### src/rtl/sprite_fetch_pkg.sv
// sprite_fetch_pkg: shared types and helpers for the sprite position fetcher.
//   - fetch_state_e : fetch FSM states
//   - field_idx_w() : width of the per-field index (X0,Y0,X1,Y1,...)
//   - default base address / field stride of the sprite table in memory
package sprite_fetch_pkg;

    typedef enum logic [1:0] {
        IDLE,
        FETCH,
        DRAIN,
        COMMIT
    } fetch_state_e;

    localparam int DEFAULT_BASE_ADDR    = 6000;
    localparam int DEFAULT_FIELD_STRIDE = 4;

    // Two fields (X, Y) per sprite; n >= 1 so the result is always >= 1.
    function automatic int field_idx_w(input int n);
        return $clog2(2 * n);
    endfunction

endpackage

### src/rtl/sprite_pos_fetcher_if.sv
// sprite_pos_fetcher_if: read bus between the fetcher and memory port A.
//   mem_addr  : read address (fetcher -> memory)
//   mem_rd_en : high while a read is issued (fetcher -> memory)
//   mem_data  : read data, valid READ_LATENCY cycles after the address (memory -> fetcher)
// Modports: master = fetcher side, slave = memory side.
interface sprite_pos_fetcher_if #(
    parameter int WIDTH      = 16,
    parameter int ADDR_WIDTH = 16
) ();
    logic [ADDR_WIDTH-1:0] mem_addr;
    logic                  mem_rd_en;
    logic [WIDTH-1:0]      mem_data;

    modport master (output mem_addr, output mem_rd_en, input mem_data);
    modport slave  (input mem_addr, input mem_rd_en, output mem_data);
endinterface

### src/rtl/sprite_pos_fetcher_tag_pipe.sv
// fetch_tag_pipe: DEPTH-stage shift register of {valid, field index} that
// tracks outstanding memory reads, so the returning data can be steered to
// the right shadow entry.
//   clk     : clock
//   clr_n   : synchronous active-low clear of every stage
//   in_vld  : a read is issued this cycle
//   in_idx  : field index of that read
//   out_vld : read data for out_idx is on the memory bus this cycle
//   out_idx : field index of the returning data
module fetch_tag_pipe
    import sprite_fetch_pkg::*;
#(
    parameter int DEPTH = 1,
    parameter int IDX_W = 3
) (
    input  logic             clk,
    input  logic             clr_n,
    input  logic             in_vld,
    input  logic [IDX_W-1:0] in_idx,
    output logic             out_vld,
    output logic [IDX_W-1:0] out_idx
);
    logic [DEPTH:1]            vld_pipe;
    logic [DEPTH:1][IDX_W-1:0] idx_pipe;

    always_ff @(posedge clk) begin
        if (!clr_n) begin
            vld_pipe <= '0;
            idx_pipe <= '0;
        end else begin
            vld_pipe[1] <= in_vld;
            idx_pipe[1] <= in_idx;
            for (int i = 2; i <= DEPTH; i++) begin
                vld_pipe[i] <= vld_pipe[i-1];
                idx_pipe[i] <= idx_pipe[i-1];
            end
        end
    end

    assign out_vld = vld_pipe[DEPTH];
    assign out_idx = idx_pipe[DEPTH];
endmodule

### src/rtl/sprite_pos_fetcher.sv
// sprite_pos_fetcher: once per frame, reads X/Y for NUM_SPRITES objects from
// memory port A into a shadow bank and publishes them to the renderer in a
// single commit cycle, so pos_x/pos_y never show a partially updated frame.
//   clk         : clock
//   reset       : synchronous active-low reset
//   frame_start : one-cycle pulse at vblank start
//   mem         : read bus to memory port A (sprite_pos_fetcher_if.master)
//   pos_x/pos_y : packed coordinates, sprite i at [i*WIDTH +: WIDTH]
//   fetch_done  : pulse in the first cycle new positions are visible
//   busy        : fetch in progress (FETCH, DRAIN, COMMIT)
//   overrun     : sticky, frame_start arrived while busy
// Build option: define SPRITE_FETCH_CLAMP_EN to saturate X to H_RES-1 and
// Y to V_RES-1 (unsigned) at commit; otherwise raw values pass through.
module sprite_pos_fetcher
    import sprite_fetch_pkg::*;
#(
    parameter int WIDTH        = 16,
    parameter int ADDR_WIDTH   = 16,
    parameter int NUM_SPRITES  = 3,
    parameter int BASE_ADDR    = DEFAULT_BASE_ADDR,
    parameter int FIELD_STRIDE = DEFAULT_FIELD_STRIDE,
    parameter int READ_LATENCY = 1,
    parameter int H_RES        = 640,
    parameter int V_RES        = 480
) (
    input  logic                         clk,
    input  logic                         reset,
    input  logic                         frame_start,
    sprite_pos_fetcher_if.master         mem,
    output logic [NUM_SPRITES*WIDTH-1:0] pos_x,
    output logic [NUM_SPRITES*WIDTH-1:0] pos_y,
    output logic                         fetch_done,
    output logic                         busy,
    output logic                         overrun
);
    localparam int NF = 2 * NUM_SPRITES;
    localparam int IW = field_idx_w(NUM_SPRITES);
    localparam logic [IW-1:0]         LAST_IDX = IW'(NF - 1);
    localparam logic [ADDR_WIDTH-1:0] BASE     = ADDR_WIDTH'(BASE_ADDR);
    localparam logic [ADDR_WIDTH-1:0] STRIDE   = ADDR_WIDTH'(FIELD_STRIDE);

    if (READ_LATENCY < 1 || NUM_SPRITES < 1 || H_RES < 1 || V_RES < 1) begin : g_bad_cfg
        $error("sprite_pos_fetcher: READ_LATENCY, NUM_SPRITES, H_RES, V_RES must be >= 1");
    end

`ifdef SPRITE_FETCH_CLAMP_EN
    localparam logic [WIDTH-1:0] X_MAX = WIDTH'(H_RES - 1);
    localparam logic [WIDTH-1:0] Y_MAX = WIDTH'(V_RES - 1);

    function automatic logic [WIDTH-1:0] sat(input logic [WIDTH-1:0] v,
                                             input logic [WIDTH-1:0] lim);
        return (v > lim) ? lim : v;
    endfunction
`endif

    fetch_state_e                 state_q, state_d;
    logic [IW-1:0]                rd_idx;
    logic [ADDR_WIDTH-1:0]        rd_addr;
    logic                         rd_en;
    logic                         tag_vld;
    logic [IW-1:0]                tag_idx;
    logic [NF-1:0][WIDTH-1:0]     shadow;

    // Tags enter in the issue cycle and emerge exactly when the data arrives.
    fetch_tag_pipe #(
        .DEPTH (READ_LATENCY),
        .IDX_W (IW)
    ) u_tag_pipe (
        .clk     (clk),
        .clr_n   (reset),
        .in_vld  (rd_en),
        .in_idx  (rd_idx),
        .out_vld (tag_vld),
        .out_idx (tag_idx)
    );

    always_ff @(posedge clk) begin
        if (!reset) state_q <= IDLE;
        else        state_q <= state_d;
    end

    always_comb begin
        state_d = state_q;
        rd_en   = 1'b0;
        case (state_q)
            IDLE:   if (frame_start) state_d = FETCH;
            FETCH: begin
                rd_en = 1'b1;
                if (rd_idx == LAST_IDX) state_d = DRAIN;
            end
            // The last field's tag leaving the pipe means the bank is complete.
            DRAIN:  if (tag_vld && tag_idx == LAST_IDX) state_d = COMMIT;
            COMMIT: state_d = IDLE;
            default: state_d = IDLE;
        endcase
    end

    assign busy          = (state_q != IDLE);
    assign mem.mem_rd_en = rd_en;
    // Running address register: sits at BASE whenever no fetch is active.
    assign mem.mem_addr  = rd_addr;

    always_ff @(posedge clk) begin
        if (!reset) begin
            rd_idx     <= '0;
            rd_addr    <= BASE;
            shadow     <= '0;
            pos_x      <= '0;
            pos_y      <= '0;
            fetch_done <= 1'b0;
            overrun    <= 1'b0;
        end else begin
            fetch_done <= (state_q == COMMIT);
            if (frame_start && busy) overrun <= 1'b1;

            if (state_q == FETCH) begin
                if (rd_idx == LAST_IDX) begin
                    rd_idx  <= '0;
                    rd_addr <= BASE;
                end else begin
                    rd_idx  <= rd_idx + IW'(1);
                    rd_addr <= rd_addr + STRIDE;
                end
            end

            if (tag_vld) shadow[tag_idx] <= mem.mem_data;

            if (state_q == COMMIT) begin
                for (int i = 0; i < NUM_SPRITES; i++) begin
`ifdef SPRITE_FETCH_CLAMP_EN
                    pos_x[i*WIDTH +: WIDTH] <= sat(shadow[2*i],   X_MAX);
                    pos_y[i*WIDTH +: WIDTH] <= sat(shadow[2*i+1], Y_MAX);
`else
                    pos_x[i*WIDTH +: WIDTH] <= shadow[2*i];
                    pos_y[i*WIDTH +: WIDTH] <= shadow[2*i+1];
`endif
                end
            end
        end
    end
endmodule

### src/flat_wrapper.sv
// flat-port wrapper written by rule: the top's interface ports become plain ports
module sprite_pos_fetcher_flat import sprite_fetch_pkg::*;
#(
    parameter int WIDTH        = 16,
    parameter int ADDR_WIDTH   = 16,
    parameter int NUM_SPRITES  = 3,
    parameter int BASE_ADDR    = DEFAULT_BASE_ADDR,
    parameter int FIELD_STRIDE = DEFAULT_FIELD_STRIDE,
    parameter int READ_LATENCY = 1,
    parameter int H_RES        = 640,
    parameter int V_RES        = 480
)
  (clk, reset, frame_start, pos_x, pos_y, fetch_done, busy, overrun, mem_mem_addr, mem_mem_rd_en, mem_mem_data);
  sprite_pos_fetcher_if #(.WIDTH(WIDTH), .ADDR_WIDTH(ADDR_WIDTH)) mem_i ();
  input  logic clk;
  input  logic reset;
  input  logic frame_start;
  output logic [NUM_SPRITES*WIDTH-1:0] pos_x;
  output logic [NUM_SPRITES*WIDTH-1:0] pos_y;
  output logic fetch_done;
  output logic busy;
  output logic overrun;
  output wire logic [$bits(mem_i.mem_addr)-1:0] mem_mem_addr;
  output wire logic [$bits(mem_i.mem_rd_en)-1:0] mem_mem_rd_en;
  input wire logic [$bits(mem_i.mem_data)-1:0] mem_mem_data;
  assign mem_mem_addr = mem_i.mem_addr;
  assign mem_mem_rd_en = mem_i.mem_rd_en;
  assign mem_i.mem_data = mem_mem_data;
  sprite_pos_fetcher #(.WIDTH(WIDTH), .ADDR_WIDTH(ADDR_WIDTH), .NUM_SPRITES(NUM_SPRITES), .BASE_ADDR(BASE_ADDR), .FIELD_STRIDE(FIELD_STRIDE), .READ_LATENCY(READ_LATENCY), .H_RES(H_RES), .V_RES(V_RES)) u_core (.clk(clk), .reset(reset), .frame_start(frame_start), .mem(mem_i), .pos_x(pos_x), .pos_y(pos_y), .fetch_done(fetch_done), .busy(busy), .overrun(overrun));
endmodule
### config.mk
export PLATFORM = sky130hd
export DESIGN_NAME = sprite_pos_fetcher_flat
export DESIGN_NICKNAME = d
export VERILOG_FILES = /design/src/rtl/sprite_fetch_pkg.sv /design/src/rtl/sprite_pos_fetcher_if.sv /design/src/rtl/sprite_pos_fetcher_tag_pipe.sv /design/src/rtl/sprite_pos_fetcher.sv /design/src/flat_wrapper.sv
export SDC_FILE = /design/constraint.sdc
export NUM_CORES = 1
export LEC_CHECK = 0
export BUFFER_PORTS_ARGS = -buffer_cell sky130_fd_sc_hd__buf_2
export CORE_MARGIN = 2
export CORE_UTILIZATION = 50
export DETAILED_ROUTE_END_ITERATION = 8
export GPL_TIMING_DRIVEN = 0
export HOLD_SLACK_MARGIN = 0.06
export PLACE_DENSITY = 0.74
export SYNTH_ARGS = -nofsm -noshare
export SYNTH_HDL_FRONTEND = slang
export SYNTH_HIERARCHICAL = 1
export SYNTH_SLANG_ARGS = --single-unit
### constraint.sdc
create_clock -name clk -period 2 [get_ports clk]
set_input_delay 0.2 -clock clk [delete_from_list [all_inputs] [get_ports clk]]
set_output_delay 0.2 -clock clk [all_outputs]
set_load 0.005 [all_outputs]
## Word level (Yosys, flattened, before mapping)

Cells that the tools add are included.

- Input port bits: 19
- Flip-flop bits (word level): 219
- Output and inout port bits: 116

- Reduce and logical (&&, ||, !) cells: 6
- Order comparisons: 2
- Equality and inequality tests: 8
- Muxes and demuxes: 10
- Add/sub/neg operators: 2

Operator list:

| kind | number |
|---|---|
| 96-bit bitwise mux | 1 |
| 16-bit demux with 3-bit select | 1 |
| 16-bit two-way mux | 2 |
| 16-bit by 3-bit adder with 16-bit output, second input constant | 1 |
| 2-bit one-hot mux with 4 select lines | 1 |
| 3-bit == test, second input constant | 2 |
| 2-bit two-way mux | 3 |
| 2-bit == test, second input constant | 2 |
| 3-bit by 4-bit < comparator with 1-bit output, second input constant | 1 |
| 2-bit != test, second input constant | 2 |
| 3-bit by 1-bit adder with 3-bit output, second input constant | 1 |
| 3-bit by 1-bit >= comparator with 1-bit output, second input constant | 1 |
| 1-bit logical AND | 3 |
| 3-bit two-way mux | 1 |
| 3-bit AND reduction | 1 |
| 2-bit by 1-bit == test with 1-bit output, second input constant | 1 |
| 2-bit zero test | 1 |
| 2-bit by 1-bit != test with 1-bit output, second input constant | 1 |
| 2-bit nonzero test | 1 |
| 1-bit two-way mux | 1 |

## Depth between registers and ports, before layout

Gate-level depths: netlist of the first run.

- Word-level depth: 5
- Depth in mapped cells: 7

## Modules after synthesis

Netlist of the first run, hierarchy kept.

By module, submodules not included:

| module | area an instance (um^2) | cells an instance | seq. area each (um^2) | times used |
|---|---|---|---|---|
| sprite_pos_fetcher | 8150.3 | 847 | 4264.1 | 1 |
| fetch_tag_pipe | 105.1 | 8 | 80.1 | 1 |

## Worst setup path after synthesis of the first run

No wires, ideal clock.

- Kind: flip-flop to flip-flop
- Start: register u_core.state_q[0]
- End: register u_core.pos_y[24]
- Arrival time: 1.463 ns
- Cell stages (with the launch flop): 7
- Required time: 1.884 ns
- Slack: 0.421 ns
- Setup time: 0.116 ns
- Period minus slack after synthesis: 1.579 ns
- Buffers on the path: 3
- Path through: dfxtp_1 -> ha_1 -> clkbuf_1 -> buf_2 -> buf_2 -> mux2i_1 -> nor2b_1

- Longest elaborated chain between the ends: 1

RTL lines:

| item | line | RTL |
|---|---|---|
| start: declaration | sprite_pos_fetcher.sv:56 | `fetch_state_e state_q, state_d;` |
| start signal: assignment | sprite_pos_fetcher.sv:79 | `else state_q <= state_d;` |
| 2-bit == test | sprite_pos_fetcher.sv:128 | `if (state_q == COMMIT) begin` |
| end signal: indexed assignment | sprite_pos_fetcher.sv:135 | `pos_y[i*WIDTH +: WIDTH] <= shadow[2*i+1];` |
| end: declaration | sprite_pos_fetcher.sv:31 | `output logic [NUM_SPRITES*WIDTH-1:0] pos_y,` |

Every way passes these cells.
A chain may end at the register's enable or synchronous reset.

## Worst setup path after layout of the first run

- Start: register u_core.state_q[0]
- End: register u_core.pos_y[36]

Same word-level chain as after synthesis.

==> impl_metrics.json, run 1 <==
{
  "leakage_uw": 0.00370,
  "post-route-min-period_ps": 1850,
  "p_sw_share_pct": 23.7,
  "drtIter0Drc": 355,
  "tritoncts": "yes",
  "pre_cts_ws_ps": -108,
  "syn-instance-count": 855,
  "drc": 0,
  "gp_congestion": 0.812,
  "cts_max_level": 1,
  "powerDensity_nw_per_um2": 993,
  "rows": 46,
  "setup_viol": 0,
  "whs_ps": 76.4,
  "p_seq_share_pct": 45.6,
  "initial_core_util_pct": 51.6,
  "rsz0062_at_grt": "no",
  "maxSlewViolCount": 0,
  "cts.sinks": 217,
  "cpMaxStageDelayCell": "dfxtp_1",
  "drive_gt1_share_pct": 18.4,
  "crit_arrival_ps": 2240,
  "antenna_found_initial": 0,
  "slew_headroom_pct": 49.4,
  "crit_required_ps": 2390,
  "grt_pass1_wl_um": 32200,
  "cts_buffers": 23,
  "netSwitchingPower_uw": 2370,
  "holdCritPathClass": "in -> reg",
  "crit_fanout": 10,
  "ctsLongestPathBuffers": 3,
  "grt_overflow": 0,
  "numPortBuffers": 132,
  "cp_cell_sequence": "ha_2, buf_2, buf_2, mux2i_1, nor2b_1",
  "final_cell_mix": "dfxtp_1, nand2_1, buf_2",
  "p_comb_share_pct": 9.9,
  "core_um2": 16000,
  "grt_max_degree": 14,
  "clkTransAtPathRegs_ps": 60,
  "irDropWorstVdd_mv": 0.778,
  "die_area_um2": 17600,
  "postRouteAntennaNets": 0,
  "die_h_um": 132,
  "dr.pass1.iters": 5,
  "num_io_pins": 135,
  "seq_area_um2": 4340,
  "critPathLaunchType": "flip-flop",
  "critical_path_class": "reg -> reg",
  "maxCapViolCount": 0,
  "cp_common_cell": "buf_2",
  "syn-cell-area_um2": 8260,
  "avgSynthCellArea_um2": 9.66,
  "clk-insertion-delay-late_ps": 500,
  "power_frac_clock_pct": 44.5,
  "worst_pin_slew_ps": 759,
  "syn_to_final_growth_pct": 22.2,
  "max_freq_ghz": 0.541,
  "status": "finished, final reports clean",
  "synth_seq_cells": 217,
  "yosysSeqAreaShare_pct": 52.6,
  "finalClockSkew_ps": 8.88,
  "fin_crit_sh_pct": 92.4,
  "worst_slack_ps": 152,
  "synth_warnings": 6,
  "critPathCaptureType": "flip-flop",
  "yosys.cell_types.count": 41,
  "fillCellCount": 1391,
  "wire_per_inst_um": 16.5,
  "hold_viol_final": 0,
  "cpPeakStageDelay_ps": 390,
  "dieWidth_um": 132,
  "drt-total-wl_um": 20600,
  "fin_nets": 1046,
  "multi_input_area_um2": 3680,
  "final_common_cell": "dfxtp_1",
  "power.internal_uw": 7640,
  "num_antenna_cells": 0,
  "vias": 6303,
  "grt_pass1_vias": 5902,
  "dpl.hpwl_um": 14000,
  "via_per_inst": 5.03,
  "grt_usage_pct": 22.8,
  "clockRootBuffer": "clkbuf_16"
}
-- Yosys cell counts (all sizes together) --
cell    number  area (um2)
nand3        8        40.0
and3         2        13.8
xor2         4        35.0
o21a         1        7.51
a221oi       1        8.76
nand2b       5        31.3
o21ai        5        25.0
nor2        10        40.0
nor3         5        35.0
a211o        1        8.76
nor4         1        6.26
conb         1        3.75
dfxtp      217        4340
inv          5        18.8
nand4        6        52.6
ha           5        62.6
nor3b        2        15.0
o211ai       1        7.51
nand4b       2        17.5
mux2i       97         971
buf         20         105
or3          3        20.0
nand3b       2        15.0
and2         6        37.5
xnor2        6        52.6
o211a        1        10.0
clkbuf      30         113
nor2b      102         638
or2          1        6.26
a21oi        4        20.0
nand2      204         766
a21boi      97         728
-- stage by stage --
step           TNS [ps]  std cells  power, uW  instance area (um2)  utilization [%]
3_5_place_dp      -1860       1204       5620                 9190             57.4
3_3_place_gp      -1310       1204       5600                 9190             57.4
5_1_grt               0       1253      10400                10100             63.0
4_1_cts               0       1252      10100                10100             62.9
6_report              0       1253      10000                10100             63.0
2_1_floorplan         0        856       5290                 8260                -
-- metal layers --
| metal | GRT usage (%) | up-vias | wire [um] |
|---|---|---|---|
| li1 | - | 3139 | - |
| met1 | 32.0 | 2959 | 9700 |
| met2 | 36.7 | 169 | 9380 |
| met3 | 3.95 | 36 | 1050 |
| met4 | 5.97 | 0 | 509 |
| met5 | 0 | - | 0 |
-- final cells by class --
type                            instances  area share, %
Inverter                                5          0.186
Clock buffer                           32           6.44
Clock inverter                          8           1.41
Multi-Input combinational cell        584           36.5
Sequential cell                       217           43.1
Timing Repair Buffer                  142           7.54
Tap cell                              216           2.68
Buffer                                 49           2.16
-- path summary, 6_finish.rpt --
kind / start / endpoint / slack [ps] / cells past startpoint
setup / recovery: u_core/state_q[0] / u_core/pos_y[36] / 150 / 5
hold / removal: mem_mem_data[13] / u_core/shadow[45] / 80 / 3
setup reg to reg: u_core/state_q[0] / u_core/pos_y[36] / 150 / 5
hold reg to reg: u_core/shadow[75] / u_core/shadow[75] / 450 / 2
-- cell families (layout without fill, tap and decap cells) --
family / Yosys count / in the layout / synth area share (%)
adder cells (fa/ha/maj): 5 / 5 / 0.758
multiplexers: 97 / 97 / 11.8
other: 1 / 2 / 0.0454
AO/OA/AOI/OAI: 111 / 111 / 9.88
XOR/XNOR: 10 / 10 / 1.06
AND/OR/NAND/NOR: 359 / 359 / 21.0
buffers and inverters: 55 / 236 / 2.86
flip-flops: 217 / 217 / 52.6
-- state kept, by name, indices dropped and copies added (netlist names) --
name	cells
u_core/pos_x	48
u_core/fetch_done	1
u_core/u_tag_pipe/out_vld	1
u_core/mem.mem_addr	14
u_core/overrun	1
u_core/pos_y	48
u_core/rd_idx	3
u_core/state_q	2
u_core/shadow	96
u_core/u_tag_pipe/out_idx	3
-- critical path: cells and delay by family (launching register included) --
family,cells,cell delay (ps)
fa+ha+maj,1,330
buf+inv,2,710
flops,1,390
mux,1,240
simple gates,1,60
-- power by group through the flow --
stage / combinational, uW / sequential, uW / clock, uW
final: 988 / 4570 / 4460
after global routing: 1060 / 4590 / 4710
after CTS: 977 / 4570 / 4510
after detailed placement: 956 / 4660 / 0
after global placement: 943 / 4660 / 0
after floorplan: 663 / 4630 / 0
-- what timing repair did --
item | 4_1_cts | 5_1_grt
pin swaps | 0 | 0
setup endpoints to repair | 35 | 34
buffers inserted | 0 | 0
endpoints found under the hold margin | 39 | 1
resized for setup | 1 | 2
hold buffers | 9 | 1
cloned | 0 | 0
Power figures use the tool's default switching activity.
==> run 2: changes to the inputs <==
Settings changed: CORE_ASPECT_RATIO set to 1.5.
==> run 2 against run 1 <==
Against the previous run: sequential power hardly changed; global-route usage is 0.17 points lower; first-iteration DRC count is 8.7% lower; worst setup slack worse by 52 ps; worst hold slack worse by 2.3 ps; final area is 2.1% lower; register-to-register slack worse by 50 ps; clock power is 17% lower; clock skew hardly changed; non-clock buffer count is 4 lower; wire length is 1.9% lower; largest power group unchanged; flip-flop and latch count stayed put.
==> impl_metrics.json, run 2 (same netlist as run 1, synthesis figures left out) <==
{
  "status": "finished, final reports clean",
  "critical_path_class": "reg -> reg",
  "cts_max_level": 1,
  "grt_usage_pct": 22.7,
  "min_to": "u_core/shadow[62]",
  "powerDensity_nw_per_um2": 935,
  "cpMaxStageDelayCell": "ha_1",
  "leakage_uw": 0.00362,
  "post-route-min-period_ps": 1900,
  "crit_required_ps": 2370,
  "cp_num_buf_inv": 2,
  "p_comb_share_pct": 10.6,
  "drtIter0Drc": 324,
  "post-cts-setup-buffers": 0,
  "cpPeakStageDelay_ps": 440,
  "crit_arrival_ps": 2270,
  "antenna_found_initial": 0,
  "grt_max_degree": 15,
  "critPathLaunchType": "flip-flop",
  "path_delay_family": "buffers and inverters",
  "power_frac_clock_pct": 40.0,
  "clk-insertion-delay-late_ps": 490,
  "dr.pass1.iters": 5,
  "irDropWorstVdd_mv": 0.640,
  "final_cells": 1233,
  "finalClockSkew_ps": 9.13,
  "slew_headroom_pct": 50.3,
  "ctsLongestPathBuffers": 3,
  "clockRootBuffer": "clkbuf_16",
  "grt_pass1_vias": 5913,
  "wire_per_inst_um": 16.4,
  "cp_cell_sequence": "ha_1, buf_4, buf_2, mux2i_1, nor2b_1",
  "r2r_start": "u_core/state_q[0]",
  "postRouteAntennaNets": 0,
  "hold_viol_final": 0,
  "fin_nets": 1039,
  "via_per_inst": 5.07,
  "drc": 0,
  "maxSlewViolCount": 0,
  "critPathCaptureType": "flip-flop",
  "initial_core_util_pct": 51.0,
  "clkTransAtPathRegs_ps": 60,
  "cts.sinks": 217,
  "p_seq_share_pct": 49.4,
  "cts_buffers": 20,
  "maxCapViolCount": 0,
  "hold_depth": 3,
  "core_um2": 16200,
  "dpl.hpwl_um": 14300,
  "netSwitchingPower_uw": 2210,
  "worst_pin_slew_ps": 746,
  "worst_slack_ps": 99.9,
  "final_common_cell": "dfxtp_1",
  "die_h_um": 161,
  "largest_register": "u_core/shadow",
  "drt-total-wl_um": 20300,
  "worstHoldStart": "mem_mem_data[14]",
  "pre_cts_ws_ps": -122,
  "crit_fanout": 10,
  "holdCritPathClass": "in -> reg",
  "final_cell_mix": "dfxtp_1, nand2_1, buf_2",
  "drive_gt1_share_pct": 17.8,
  "gp_congestion": 0.785,
  "top_regs": "u_core/shadow: 96 flops, u_core/pos_x: 48 flops, u_core/pos_y: 48 flops",
  "die_area_um2": 17600,
  "grt_overflow": 0,
  "r2r-end": "u_core/pos_y[34]",
  "dp_cells": 1194,
  "num_antenna_cells": 0,
  "grt_pass1_wl_um": 31100,
  "num_io_pins": 135,
  "numPortBuffers": 132,
  "rrSetupSlack_ps": 100,
  "fin_crit_sh_pct": 95.0,
  "tritoncts": "yes",
  "vias": 6255,
  "syn_to_final_growth_pct": 19.6,
  "p_sw_share_pct": 23.9,
  "setup_viol": 0,
  "largest_reg_flops": 96,
  "setup_tns_ps": 0,
  "power.internal_uw": 7030,
  "rsz0062_at_grt": "no",
  "rows": 57,
  "dieWidth_um": 109,
  "r2r_cells": 5,
  "max_freq_ghz": 0.526
}
-- run 2: metrics by stage --
stage          hold WS (ps)  instance area [um2]  utilization (%)  total power, uW
2_1_floorplan           322                 8260                -             5290
3_3_place_gp            442                 9180             56.7             5600
3_5_place_dp            446                 9180             56.7             5610
4_1_cts                64.4                 9870             61.0             9290
5_1_grt                69.1                 9870             61.0             9580
6_report               74.1                 9870             61.0             9230
-- run 2: what timing repair did --
action                                  4_1_cts  5_1_grt
endpoints found under the setup margin       33        2
resized for setup                             2        2
hold endpoints to repair                     18        0
pin swaps                                     0        0
hold buffers                                  6        0
-- run 2: power groups by stage --
stage          clock, uW  sequential (uW)  combinational [uW]
6_report            3700             4560                 975
5_1_grt             3940             4570                1060
4_1_cts             3770             4560                 970
3_5_place_dp           0             4650                 953
3_3_place_gp           0             4650                 947
2_1_floorplan          0             4630                 663
-- run 2: worst max-delay path by stage --
stage	slack [ps]	cells after the start	endpoint	startpoint
final	100	5	u_core/pos_y[34]	u_core/state_q[0]
after global routing	20	4	u_core/pos_x[20]	u_core/state_q[1]
after CTS	90	4	u_core/pos_x[45]	u_core/state_q[0]
after detailed placement	-120	6	u_core/pos_y[24]	u_core/state_q[0]
after global placement	-130	6	u_core/pos_y[30]	u_core/state_q[0]
after floorplan	420	6	u_core/pos_y[24]	u_core/state_q[0]
-- run 2: layer usage --
metal  up-vias  track usage [%]  part of all wire (%)
li1       3123                -                     -
met5         -                0                     0
met3        34             3.55                   5.6
met2       173             39.6                    50
met4         0             8.80                   3.3
met1      2925             27.6                    41
-- run 2: worst reg2reg max path, stage by stage (launching register included) --
cell     delay [ps]
dfxtp_1         390
ha_1            440
buf_4           310
buf_2           360
mux2i_1         240
nor2b_1          60
-- run 2: cell type report --
cell class              instances  area (um2)
inverters                       5        18.8
clock inverters                 2        35.0
flip-flops and latches        217        4340
fillers                      1442        6320
multi-input cells             584        3680
plain buffers                  49         220
well taps                     206         258
repair buffers                138         721
clock buffers                  32         597
